## src/rtl/collision_scheduler.sv

```systemverilog
// rtl/collision_scheduler.sv - round-robin scheduler feeding ball-pair collisions to one resolver
// Samples the three pair-hit flags each physics frame, masks pairs in cooldown,
// grants the remaining pairs one at a time over valid/ready + done, then pulses step_done.
module collision_scheduler #(
  parameter int COOLDOWN_FRAMES = 4,
  parameter int CD_W            = 3,
  parameter int TIMEOUT_CYCLES  = 255,
  parameter int TO_W            = 8
) (
  input  logic       clk,
  input  logic       rst,
  input  logic       frame_tick,
  input  logic [2:0] hit_flags,
  output logic       res_valid,
  output logic [1:0] res_pair,
  input  logic       res_ready,
  input  logic       res_done,
  output logic       busy,
  output logic       step_done,
  output logic [2:0] cooling,
  output logic       tick_overrun,
  output logic       timeout_err,
  input  logic       err_clr
);

  localparam logic [CD_W-1:0] CD_LOAD = CD_W'(COOLDOWN_FRAMES);
  localparam logic [TO_W-1:0] TO_LAST = TO_W'(TIMEOUT_CYCLES - 1);

  typedef enum logic [2:0] {
    S_IDLE,
    S_ARB,
    S_ISSUE,
    S_WAIT,
    S_DONE
  } state_t;

  state_t          state_q, state_d;
  logic [2:0]      pending_q, pending_d;
  logic [1:0]      rr_ptr_q, rr_ptr_d;
  logic [TO_W-1:0] timer_q, timer_d;
  logic [CD_W-1:0] cd_q [3];
  logic [CD_W-1:0] cd_d [3];
  logic            res_valid_q, res_valid_d;
  logic [1:0]      res_pair_q, res_pair_d;
  logic            step_done_q, step_done_d;
  logic            tick_overrun_q, tick_overrun_d;
  logic            timeout_err_q, timeout_err_d;

  logic [2:0]      cool_vec;
  logic [2:0]      masked;
  logic [1:0]      sel;
  logic [2:0]      grant_clr;
  logic            load_en;
  logic            to_set;
  logic            overrun_set;

  // First requesting pair found when scanning 0..2 cyclically starting at ptr.
  // The scan runs from the farthest offset down so the nearest one wins.
  function automatic logic [1:0] rr_pick(input logic [2:0] req, input logic [1:0] ptr);
    logic [1:0] pick;
    logic [2:0] s;
    pick = 2'd0;
    for (int k = 2; k >= 0; k--) begin
      s = {1'b0, ptr} + 3'(k);
      if (s >= 3'd3) s = s - 3'd3;
      if (req[s[1:0]]) pick = s[1:0];
    end
    return pick;
  endfunction

  // Cooldown view of each pair and the frame's eligible hits (pre-decrement).
  always_comb begin
    for (int i = 0; i < 3; i++) begin
      cool_vec[i] = (cd_q[i] != '0);
    end
    masked = hit_flags & ~cool_vec;
    sel    = rr_pick(pending_q, rr_ptr_q);
  end

  // Next-state logic: handshake FSM, pending set, cooldown counters and sticky errors.
  always_comb begin
    state_d     = state_q;
    rr_ptr_d    = rr_ptr_q;
    timer_d     = timer_q;
    res_valid_d = res_valid_q;
    res_pair_d  = res_pair_q;
    step_done_d = 1'b0;
    grant_clr   = 3'b000;
    load_en     = 1'b0;
    to_set      = 1'b0;

    case (state_q)
      S_IDLE: begin
        if (frame_tick) state_d = S_ARB;
      end
      S_ARB: begin
        if (pending_q == 3'b000) begin
          step_done_d = 1'b1;
          state_d     = S_DONE;
        end else begin
          res_pair_d     = sel;
          res_valid_d    = 1'b1;
          grant_clr[sel] = 1'b1;
          rr_ptr_d       = (sel == 2'd2) ? 2'd0 : sel + 2'd1;
          timer_d        = '0;
          state_d        = S_ISSUE;
        end
      end
      S_ISSUE: begin
        timer_d = timer_q + 1'b1;
        if (res_ready) begin
          res_valid_d = 1'b0;
          state_d     = S_WAIT;
        end else if (timer_q == TO_LAST) begin
          to_set      = 1'b1;
          res_valid_d = 1'b0;
          load_en     = 1'b1;
          state_d     = S_ARB;
        end
      end
      S_WAIT: begin
        timer_d = timer_q + 1'b1;
        if (res_done) begin
          load_en = 1'b1;
          state_d = S_ARB;
        end else if (timer_q == TO_LAST) begin
          to_set  = 1'b1;
          load_en = 1'b1;
          state_d = S_ARB;
        end
      end
      S_DONE: begin
        state_d = S_IDLE;
      end
      default: begin
        state_d = S_IDLE;
      end
    endcase

    // A tick mid-round merges into the current round; a re-hit re-sets a bit granted this cycle.
    if (state_q == S_IDLE) begin
      pending_d = frame_tick ? masked : pending_q;
    end else begin
      pending_d = (pending_q & ~grant_clr) | (frame_tick ? masked : 3'b000);
    end
    overrun_set = frame_tick && (state_q != S_IDLE);

    // Service load overrides the frame decrement on the same edge.
    for (int i = 0; i < 3; i++) begin
      cd_d[i] = cd_q[i];
      if (frame_tick && (cd_q[i] != '0)) cd_d[i] = cd_q[i] - 1'b1;
      if (load_en && (res_pair_q == 2'(i))) cd_d[i] = CD_LOAD;
    end

    tick_overrun_d = overrun_set | (tick_overrun_q & ~err_clr);
    timeout_err_d  = to_set | (timeout_err_q & ~err_clr);
  end

  // State register with asynchronous reset.
  always_ff @(posedge clk or posedge rst) begin
    if (rst) begin
      state_q        <= S_IDLE;
      pending_q      <= 3'b000;
      rr_ptr_q       <= 2'd0;
      timer_q        <= '0;
      res_valid_q    <= 1'b0;
      res_pair_q     <= 2'd0;
      step_done_q    <= 1'b0;
      tick_overrun_q <= 1'b0;
      timeout_err_q  <= 1'b0;
      for (int i = 0; i < 3; i++) begin
        cd_q[i] <= '0;
      end
    end else begin
      state_q        <= state_d;
      pending_q      <= pending_d;
      rr_ptr_q       <= rr_ptr_d;
      timer_q        <= timer_d;
      res_valid_q    <= res_valid_d;
      res_pair_q     <= res_pair_d;
      step_done_q    <= step_done_d;
      tick_overrun_q <= tick_overrun_d;
      timeout_err_q  <= timeout_err_d;
      for (int i = 0; i < 3; i++) begin
        cd_q[i] <= cd_d[i];
      end
    end
  end

  assign res_valid    = res_valid_q;
  assign res_pair     = res_pair_q;
  assign busy         = (state_q != S_IDLE);
  assign step_done    = step_done_q;
  assign cooling      = cool_vec;
  assign tick_overrun = tick_overrun_q;
  assign timeout_err  = timeout_err_q;

endmodule

```

## config.mk

```make
export PLATFORM = sky130hd
export DESIGN_NAME = collision_scheduler
export DESIGN_NICKNAME = d
export VERILOG_FILES = /design/src/rtl/collision_scheduler.sv
export SDC_FILE = /design/constraint.sdc
export NUM_CORES = 1
export LEC_CHECK = 0
export ABC_AREA = 0
export CORE_UTILIZATION = 50
export CTS_CLUSTER_DIAMETER = 60
export DETAILED_ROUTE_END_ITERATION = 8
export GPL_TIMING_DRIVEN = 0
export HOLD_SLACK_MARGIN = 0.03
export PLACE_DENSITY_LB_ADDON = 0.25
export REMOVE_ABC_BUFFERS = 1
export SLEW_MARGIN = 20
export SYNTH_ARGS = -nofsm -noshare
export SYNTH_HDL_FRONTEND = slang
export SYNTH_SLANG_ARGS = --single-unit
```

## constraint.sdc

```tcl
create_clock -name clk -period 1.6 [get_ports clk]
set_input_delay 0.32 -clock clk [delete_from_list [all_inputs] [get_ports clk]]
set_output_delay 0.32 -clock clk [all_outputs]
set_load 0.1 [all_outputs]
```

==> flow_metrics.env, run 1 <==
export IMPL_outcome="finished, violations left"
export IMPL_violations="negative setup slack"
export IMPL_cp_end_kind="flop"
export IMPL_worst_path_buf_inv=1
export IMPL_r2r_start="rr_ptr_q[1]"
export IMPL_synth_seq_cells=31
export IMPL_wl_per_cell_um=16.4
export IMPL_dp_slack_ps=-625
export IMPL_cts_root_buffer="clkbuf_4"
export IMPL_port_buffers=18
export IMPL_yosysMostFrequentCell="dfrtp_1"
export IMPL_die_y_um=60.7
export IMPL_rsz0062_at_grt="yes"
export IMPL_clk_path_buf_depth=2
export IMPL_path_cells="buf_6 -> ha_4 -> nor3b_2 -> a311oi_2 -> o22ai_2 -> and3_1 -> a21o_1"
export IMPL_final_antenna_net_count=0
export IMPL_synth_commonest_cells="31 x dfrtp_1, 20 x nand2_1, 18 x nor2_1, 17 x inv_1, 12 x ha_1"
export IMPL_syn_instance_count=184
export IMPL_start_kind="flop"
export IMPL_worstPathRequired_ps=1840
export IMPL_grt_pass1_wl_um=6060
export IMPL_yosysWarnings=0
export IMPL_clock_sinks=31
export IMPL_finalClockSkew_ps=13.5
export IMPL_leakage_nw=1.06
export IMPL_hold_class="in2async"
export IMPL_io_pins=19
export IMPL_grt_overflow=0
export IMPL_grt_util_met3=0.0469
export IMPL_fmax_mhz=538
export IMPL_synth_top_area_share=0.451
export IMPL_initial_core_util=0.546
export IMPL_cp_arrival_ps=2100
export IMPL_htree_levels=2
export IMPL_viasPerCell=5.71
export IMPL_ys_types=37
export IMPL_yosysSeqAreaShare=0.451
export IMPL_yosysTopAreaCell="dfrtp_1"
export IMPL_final_layout_size_suffix_gt1_frac=0.341
export IMPL_layout_min_cycle_time_ps=1860
export IMPL_clk_pin_slew_ps=100
export IMPL_vias=1490
export IMPL_grt_max_degree=32
export IMPL_core_mm2=0.00315
export IMPL_setup_violations=15
export IMPL_drcViolationCount=0
export IMPL_grtUsageMet1=0.261
export IMPL_place_gp_congestion=0.785
export IMPL_peakVddDrop_uv=1070
export IMPL_stdcell_area_mm2=0.00235
export IMPL_synth_cell_area_mm2=0.00172
export IMPL_dp_hpwl_um=2530
export IMPL_fp_row_count=20
export IMPL_track_usage=0.234
export IMPL_dr_pass1_iters=4
export IMPL_die_area_mm2=0.00368
export IMPL_rr_worst_depth=7
export IMPL_cp_slowest_stage_delay_ps=460
export IMPL_cts_tree="done"
export IMPL_maxCapViolCount=0
export IMPL_hold_viol=0
export IMPL_n_antenna_cell=0
export IMPL_dieWidth_um=60.7
export IMPL_worst_slack_ps=-260
export IMPL_crit_fanout=3
export IMPL_insertion_delay_ps=340
export IMPL_cts_buffers=5
export IMPL_antenna_found_initial=0
export IMPL_relSlewSlack=0.570
export IMPL_maxSlewViolCount=0
export IMPL_nets=237
export IMPL_avgSynthCellArea_um2=9.35
export IMPL_place_area_mm2=0.00194
export IMPL_synthArstFlopShare=1.00
export IMPL_worst_slew_pin_slew_ps=644
export IMPL_slowest_stage="dfrtp_2"
export IMPL_finalWirelength_um=4290
export IMPL_top_usage_layer="met2"
export IMPL_synthTopCellsByArea="dfrtp_1 45%, ha_1 8.7%, nand2_1 4.4%, nor2_1 3.9%, inv_1 3.7%"
export IMPL_syn_to_final_growth_pct=36.4
export IMPL_drt_iter0_markers=66
export IMPL_finalCritPeriodShare=1.16
export IMPL_synth_edff_count=0
export IMPL_crit_type="reg2reg"
export IMPL_rr_endpoint="rr_ptr_q[1]"
export IMPL_powerDensity_mw_per_mm2=2200
export IMPL_dominantRegCellSynth="dfrtp_1"
export IMPL_first_global_vias=1390
export IMPL_crit_family="compound AO/OA/AOI/OAI gates"
export IMPL_met2_usage=0.427
export IMPL_ff2ff_setup_slack_ps=-260
==> worst reg2reg max path, stage by stage, from the launching register on <==
cell and delay (ps):
dfrtp_2 460, buf_6 140, ha_4 150, nor3b_2 150, a311oi_2 290, o22ai_2 160
and3_1 240, a21o_1 160
==> routing by layer <==
metal  vias to the layer above  wire length (um)
li1                        701                 -
met1                       744              1720
met2                        33              2310
met3                        12               138
met4                         0               123
met5                         -                 0
==> cell usage in the layout, fill, tap and decap left out, drive strengths merged <==
cell type,synthesis,routed
nand4,3,3
ha,12,12
clkdlybuf4s18,0,1
nand2b,5,5
dfrtp,31,31
nor4,1,1
nand2,20,20
o22ai,2,2
a21o,3,3
o21ai,9,9
a21oi,6,6
o22a,1,1
nand3,6,6
a31oi,8,8
buf,1,19
xor2,3,3
clkdlybuf4s15,0,1
nor3b,2,2
clkinv,0,1
mux2i,2,2
nor2b,4,4
xnor2,5,5
o211ai,2,2
or3,1,1
inv,17,17
clkbuf,4,8
a2111oi,2,2
nor2,18,18
o32a,1,1
or2,3,3
a31o,2,2
a311oi,2,2
nor3,4,4
clkdlybuf4s50,0,8
a211oi,1,1
and3,3,3
==> where the power goes <==
group,internal (mW),switching (mW)
Clock,0.171,0.285
Combinational,1.27,1.98
Sequential,1.10,0.356
==> kinds of logic after synthesis <==
logic type | synth area share
AND/OR/NAND/NOR | 0.206
AO/OA/AOI/OAI | 0.155
flip-flops | 0.451
buffers and inverters | 0.0487
adder cells (fa/ha/maj) | 0.0873
XOR/XNOR | 0.0407
multiplexers | 0.0116
==> metrics by stage <==
stage          total power [mW]  utilization  instances  setup TNS (ps)  hold slack (ps)
2_1_floorplan              3.17            -        179           -3140              416
3_5_place_dp               3.74        0.614        241          -11050              499
5_1_grt                    5.47        0.744        261           -2850              468
3_3_place_gp               3.59        0.614        241           -7950              482
4_1_cts                    4.67        0.701        257           -1680              522
6_report                   5.16        0.744        261           -1840              390
==> registers in the layout, indices dropped and copies added, names as in the netlist <==
signal,flops
cd_q,9
pending_q,3
res_pair,2
res_valid,1
rr_ptr_q,2
state_q,3
step_done,1
tick_overrun,1
timeout_err,1
timer_q,8
==> worst max-delay path by stage <==
stage                startpoint            to  slack (ps)  depth (start not counted)
floorplan               cd_q[0]       cd_q[1]        -320                          6
global placement     state_q[0]          busy        -640                          3
detailed placement   state_q[0]          busy        -630                          3
CTS                 rr_ptr_q[1]  pending_q[0]        -160                          7
global route        rr_ptr_q[1]  pending_q[0]        -340                          7
finish              rr_ptr_q[1]   rr_ptr_q[1]        -260                          7
==> what timing repair did <==
item / CTS / global route
pin swaps: 11 / 6
setup buffers: 8 / 4
gates resized for setup: 87 / 33
setup endpoints to repair: 25 / 28
hold buffers: 0 / 0
==> layout make-up <==
| class | count | area, um^2 |
|---|---|---|
| multi-input cells | 131 | 1100 |
| fillers | 218 | 806 |
| flip-flops and latches | 31 | 782 |
| repair buffers | 30 | 300 |
| inverters | 17 | 63.8 |
| well taps | 44 | 55.1 |
| clock buffers | 7 | 45.0 |
| clock inverters | 1 | 5.00 |
Power figures use the tool's default switching activity.
==> inputs of run 2 (changes only) <==
--- a/config.mk
+++ b/config.mk
@@ -6,7 +6,9 @@
 export NUM_CORES = 1
 export LEC_CHECK = 0
 export ABC_AREA = 0
-export CORE_UTILIZATION = 50
+export CELL_PAD_IN_SITES_DETAIL_PLACEMENT = 2
+export CELL_PAD_IN_SITES_GLOBAL_PLACEMENT = 2
+export CORE_UTILIZATION = 31
 export CTS_CLUSTER_DIAMETER = 60
 export DETAILED_ROUTE_END_ITERATION = 8
 export GPL_TIMING_DRIVEN = 0
==> run 2 against run 1 <==
The flow still finishes with violations (negative setup slack); sequential power barely moved; core utilization fell by 27 points; clock-buffer cell count is the same; fmax is 2.1% higher; clock power rose by 37%.
==> flow_metrics.env, run 2 (synthesis gave the netlist of run 1 again) <==
export IMPL_n_antenna_cell=0
export IMPL_dr_pass1_iters=4
export IMPL_clk_path_buf_depth=2
export IMPL_finalPower_mw=5.51
export IMPL_worst_slew_pin_slew_ps=682
export IMPL_leakage_nw=1.08
export IMPL_fp_row_count=26
export IMPL_die_y_um=76.5
export IMPL_cp_arrival_ps=2050
export IMPL_syn_to_final_growth_pct=43.4
export IMPL_hold_viol=0
export IMPL_drcViolationCount=0
export IMPL_setup_violations=18
export IMPL_relSlewSlack=0.545
export IMPL_dr_max_layer_used="met4"
export IMPL_insertion_delay_ps=300
export IMPL_track_usage=0.202
export IMPL_slowest_stage="a2111oi_4"
export IMPL_drt_iter0_markers=51
export IMPL_dr_wl_met3_um=163
export IMPL_rsz0062_at_grt="yes"
export IMPL_cp_slowest_stage_delay_ps=440
export IMPL_worst_path_buf_inv=2
export IMPL_layout_commonest_cell="dfrtp_1"
export IMPL_cts_tree="done"
export IMPL_htree_levels=2
export IMPL_dp_hpwl_um=3550
export IMPL_finalClockSkew_ps=10.2
export IMPL_cts_root_buffer="clkbuf_8"
export IMPL_reg_largest_list="cd_q (9), timer_q (8)"
export IMPL_worst_slack_ps=-222
export IMPL_grt_pass1_wl_um=8870
export IMPL_wl_met1_um=2400
export IMPL_worstPathRequired_ps=1830
export IMPL_maxCapViolCount=0
export IMPL_io_pins=19
export IMPL_final_layout_size_suffix_gt1_frac=0.374
export IMPL_die_area_mm2=0.00585
export IMPL_cp_end_kind="flop"
export IMPL_outcome="finished, violations left"
export IMPL_dieWidth_um=76.5
export IMPL_start_kind="flop"
export IMPL_crit_type="reg2reg"
export IMPL_largest_register="cd_q"
export IMPL_port_buffers=18
export IMPL_maxSlewViolCount=0
export IMPL_fmax_mhz=549
export IMPL_layout_min_cycle_time_ps=1820
export IMPL_peakVddDrop_uv=1040
export IMPL_core_mm2=0.00524
export IMPL_violations="negative setup slack"
export IMPL_final_core_util=0.471
export IMPL_cts_buffers=5
export IMPL_first_global_vias=1781
export IMPL_clk_pin_slew_ps=70
export IMPL_place_gp_congestion=0.697
export IMPL_initial_core_util=0.328
export IMPL_final_antenna_net_count=0
export IMPL_nets=239
export IMPL_crit_family="simple AND/OR/NAND/NOR gates"
export IMPL_antenna_found_initial=0
export IMPL_finalCritPeriodShare=1.14
export IMPL_powerDensity_mw_per_mm2=2230
export IMPL_largest_reg_flops=9
export IMPL_finalWirelength_um=6040
export IMPL_grt_overflow=0
export IMPL_clock_sinks=31
export IMPL_grt_max_degree=32
export IMPL_path_cells="inv_1 -> ha_2 -> nand2_2 -> nor3_4 -> buf_6 -> nand2b_4 -> a2111oi_4 -> or2_1"
export IMPL_wl_per_cell_um=20.9
export IMPL_final_cell_mix="25 x dfrtp_1, 18 x nand2_1, 16 x nor2_1"
export IMPL_wl_met2_um=3260
export IMPL_hold_class="in2async"
export IMPL_vias=1518
export IMPL_crit_fanout=3
export IMPL_viasPerCell=5.25
[run 2: cell types whose count changed in the layout (fill, tap and decap cells not counted), sizes merged]
cell           before  now
clkdlybuf4s15       1    4
clkdlybuf4s18       1    0
[run 2: metal layers]
| metal | vias up | track usage |
|---|---|---|
| met5 | - | 0 |
| met4 | 0 | 0.0750 |
| met3 | 19 | 0.0455 |
| met2 | 35 | 0.393 |
| met1 | 765 | 0.207 |
| li1 | 699 | - |
[run 2: area by class of cell]
| type | count | area, um^2 |
|---|---|---|
| Fill cell | 544 | 2770 |
| Multi-Input combinational cell | 131 | 1120 |
| Sequential cell | 31 | 783 |
| Timing Repair Buffer | 32 | 328 |
| Tap cell | 70 | 87.6 |
| Clock buffer | 7 | 76.3 |
| Inverter | 17 | 63.8 |
| Clock inverter | 1 | 5.00 |
[run 2: path summary, 6_finish.rpt]
check                            from      endpoint  slack [ps]  depth (start not counted)
setup / recovery           timer_q[0]       cd_q[5]        -220                          8
hold / removal                    rst  tick_overrun         450                          2
setup reg to reg           timer_q[0]       cd_q[5]        -220                          8
hold reg to reg             res_valid     res_valid         540                          1
max in group asynchronous         rst   rr_ptr_q[1]         650                          2
min in group clk            res_valid     res_valid         540                          1
[run 2: repair_timing]
action	CTS	global route
hold buffers	0	0
setup buffers	9	5
endpoints found under the setup margin	28	27
pin swaps	15	14
cloned	0	0
resized for setup	86	36
endpoints found under the hold margin	0	0
[run 2: power breakdown]
| group | internal, mW | switching (mW) | leakage [nW] | total, mW |
|---|---|---|---|---|
| clock network | 0.305 | 0.319 | 0.0422 | 0.624 |
| logic | 1.30 | 2.12 | 0.651 | 3.42 |
| registers | 1.10 | 0.367 | 0.388 | 1.47 |
[run 2: through the flow]
stage | hold slack, ps | setup WS [ps] | std cells | TNS [ps] | cell area, um^2
after floorplan | 416 | -324 | 179 | -3140 | 1700
after global placement | 483 | -684 | 267 | -12050 | 1970
after detailed placement | 495 | -697 | 267 | -8650 | 1970
after CTS | 486 | -209 | 284 | -2450 | 2280
after global routing | 506 | -347 | 289 | -4550 | 2470
final | 451 | -222 | 289 | -2790 | 2470
[run 2: worst reg2reg max path: stages, from the launching register on]
cell       delay [ps]
dfrtp_1           390
inv_1              70
ha_2              180
nand2_2            60
nor3_4            200
buf_6             150
nand2b_4           90
a2111oi_4         440
or2_1             170
==> inputs of run 3 (changes only) <==
--- a/config.mk
+++ b/config.mk
@@ -8,11 +8,12 @@
 export ABC_AREA = 0
 export CELL_PAD_IN_SITES_DETAIL_PLACEMENT = 2
 export CELL_PAD_IN_SITES_GLOBAL_PLACEMENT = 2
+export CORE_MARGIN = 3
 export CORE_UTILIZATION = 31
 export CTS_CLUSTER_DIAMETER = 60
 export DETAILED_ROUTE_END_ITERATION = 8
 export GPL_TIMING_DRIVEN = 0
-export HOLD_SLACK_MARGIN = 0.03
+export HOLD_SLACK_MARGIN = 0.06
 export PLACE_DENSITY_LB_ADDON = 0.25
 export REMOVE_ABC_BUFFERS = 1
 export SLEW_MARGIN = 20
==> run 3 against run 2 <==
Non-clock buffer count is 3 higher; combinational power is 1% higher; the flow still finishes with violations (negative setup slack); register-to-register slack worse by 20 ps; power is 4.9% higher; flip-flop and latch count stayed put; critical path depth is 2 lower; sequential power hardly changed; fmax is 1.0% lower; die area is 11% higher; clock skew is 3.7 ps lower; highest routed layer unchanged; core utilization is 1.0 points higher.
==> flow_metrics.env, run 3 (synthesis gave the netlist of run 1 again) <==
export IMPL_outcome="finished, violations left"
export IMPL_violations="negative setup slack"
export IMPL_grt_overflow=0
export IMPL_reg_largest_list="cd_q (9), timer_q (8)"
export IMPL_relSlewSlack=0.542
export IMPL_hold_viol=0
export IMPL_dp_slack_ps=-696
export IMPL_powerDensity_mw_per_mm2=2290
export IMPL_finalPower_mw=5.78
export IMPL_n_antenna_cell=0
export IMPL_worst_slew_pin_slew_ps=686
export IMPL_whs_ps=456
export IMPL_maxSlewViolCount=0
export IMPL_clock_power_share=0.145
export IMPL_leakage_nw=1.13
export IMPL_ctsHoldBuffers=0
export IMPL_crit_fanout=4
export IMPL_finalWirelength_um=6000
export IMPL_dp_hpwl_um=3250
export IMPL_worst_slack_ps=-241
export IMPL_cts_tree="done"
export IMPL_largest_reg_flops=9
export IMPL_finalClockSkew_ps=6.49
export IMPL_first_global_vias=1687
export IMPL_setup_violations=18
export IMPL_die_y_um=80.5
export IMPL_insertion_delay_ps=290
export IMPL_place_gp_congestion=0.739
export IMPL_slowest_stage="dfrtp_2"
export IMPL_finalCritPeriodShare=1.15
export IMPL_hold_class="in2async"
export IMPL_maxCapViolCount=0
export IMPL_p_comb_frac=0.600
export IMPL_layout_commonest_cell="dfrtp_1"
export IMPL_largest_register="cd_q"
export IMPL_dr_pass1_iters=4
export IMPL_final_layout_size_suffix_gt1_frac=0.401
export IMPL_p_int_mw=2.96
export IMPL_drcViolationCount=0
export IMPL_rsz0062_at_grt="yes"
export IMPL_clock_sinks=31
export IMPL_track_usage=0.177
export IMPL_clk_pin_slew_ps=70
export IMPL_dieWidth_um=80.5
export IMPL_worst_path_buf_inv=0
export IMPL_crit_type="reg2reg"
export IMPL_cp_arrival_ps=2010
export IMPL_p_seq_frac=0.255
export IMPL_worstPathRequired_ps=1770
export IMPL_path_cells="ha_4 -> nor2b_4 -> o211ai_1 -> o211ai_1 -> a211oi_2 -> o21ai_1"
export IMPL_io_pins=19
export IMPL_cp_slowest_stage_delay_ps=450
export IMPL_cp_end_kind="flop"
export IMPL_wl_per_cell_um=20.5
export IMPL_stdcell_area_mm2=0.00252
export IMPL_viasPerCell=5.22
export IMPL_grt_max_degree=32
export IMPL_peakVddDrop_uv=899
export IMPL_place_area_mm2=0.00197
export IMPL_htree_levels=2
export IMPL_grt_pass1_wl_um=8680
export IMPL_die_area_mm2=0.00648
export IMPL_port_buffers=18
export IMPL_layout_min_cycle_time_ps=1840
export IMPL_antenna_found_initial=0
export IMPL_crit_family="compound AO/OA/AOI/OAI gates"
export IMPL_switchingPower_mw=2.82
export IMPL_drt_iter0_markers=47
export IMPL_syn_to_final_growth_pct=46.5
export IMPL_cts_buffers=5
export IMPL_switching_share=0.487
export IMPL_fmax_mhz=543
export IMPL_start_kind="flop"
export IMPL_cts_root_buffer="clkbuf_8"
export IMPL_final_cell_mix="25 x dfrtp_1, 18 x nand2_1, 16 x nor2_1, 16 x buf_4, 10 x inv_1"
export IMPL_initial_core_util=0.328
export IMPL_final_antenna_net_count=0
export IMPL_clk_path_buf_depth=2
export IMPL_core_mm2=0.00524
export IMPL_vias=1525
export IMPL_nets=242
export IMPL_cp_common_cell="o211ai_1"
export IMPL_fillers=547
export IMPL_setup_tns_ps=-1860
export IMPL_fp_row_count=26
run 3: cell types whose count changed in the layout (fill, tap and decap cells not counted), sizes merged:
cell | previous run | this run
clkdlybuf4s50 | 8 | 7
dlymetal6s2s | 0 | 1
buf | 19 | 23
bufinv | 0 | 1
clkbuf | 8 | 6
run 3: repair_timing:
action	4_1_cts	5_1_grt
setup buffers	5	13
pin swaps	18	12
gates resized for setup	91	32
setup endpoints to repair	27	27
run 3: layout make-up:
cell class,count,area [um^2],area share
tap,70,87.6,0.0348
timing repair buffer,35,355,0.141
clock inverter,2,35.0,0.0139
multi-input combinational,131,1110,0.441
sequential,31,783,0.311
inverter,17,63.8,0.0253
clock buffer,6,82.6,0.0328
run 3: metal layers:
metal,vias up,share of wire,global-route usage
li1,705,-,-
met1,778,0.40,0.192
met2,32,0.55,0.336
met3,10,0.042,0.0426
met4,0,0.013,0.0507
met5,-,0,0
run 3: worst register-to-register path: stages (launching register included):
cell and delay, ps:
dfrtp_2 450, ha_4 270, nor2b_4 140, o211ai_1 250, o211ai_1 190, a211oi_2 310, o21ai_1 110
run 3: worst paths after layout:
path	slack (ps)	endpoint	depth (start not counted)	startpoint
min in group clk	550	cd_q[4]	2	cd_q[4]
hold / removal	460	timeout_err	2	rst
max in group asynchronous	650	rr_ptr_q[1]	2	rst
setup / recovery	-240	pending_q[0]	6	rr_ptr_q[1]
hold reg to reg	550	cd_q[4]	2	cd_q[4]
setup reg to reg	-240	pending_q[0]	6	rr_ptr_q[1]
run 3: power by group through the flow:
stage | Clock, mW | Combinational, mW | Sequential [mW]
2_1_floorplan | 0 | 1.46 | 1.71
3_3_place_gp | 0 | 2.28 | 1.37
3_5_place_dp | 0 | 2.43 | 1.40
4_1_cts | 0.836 | 2.88 | 1.44
5_1_grt | 0.896 | 3.72 | 1.51
6_report | 0.839 | 3.46 | 1.47
run 3: per-stage QoR:
step,utilization,std cells
3_5_place_dp,0.376,267
5_1_grt,0.481,292
6_report,0.481,292
3_3_place_gp,0.376,267
4_1_cts,0.438,280
2_1_floorplan,-,179
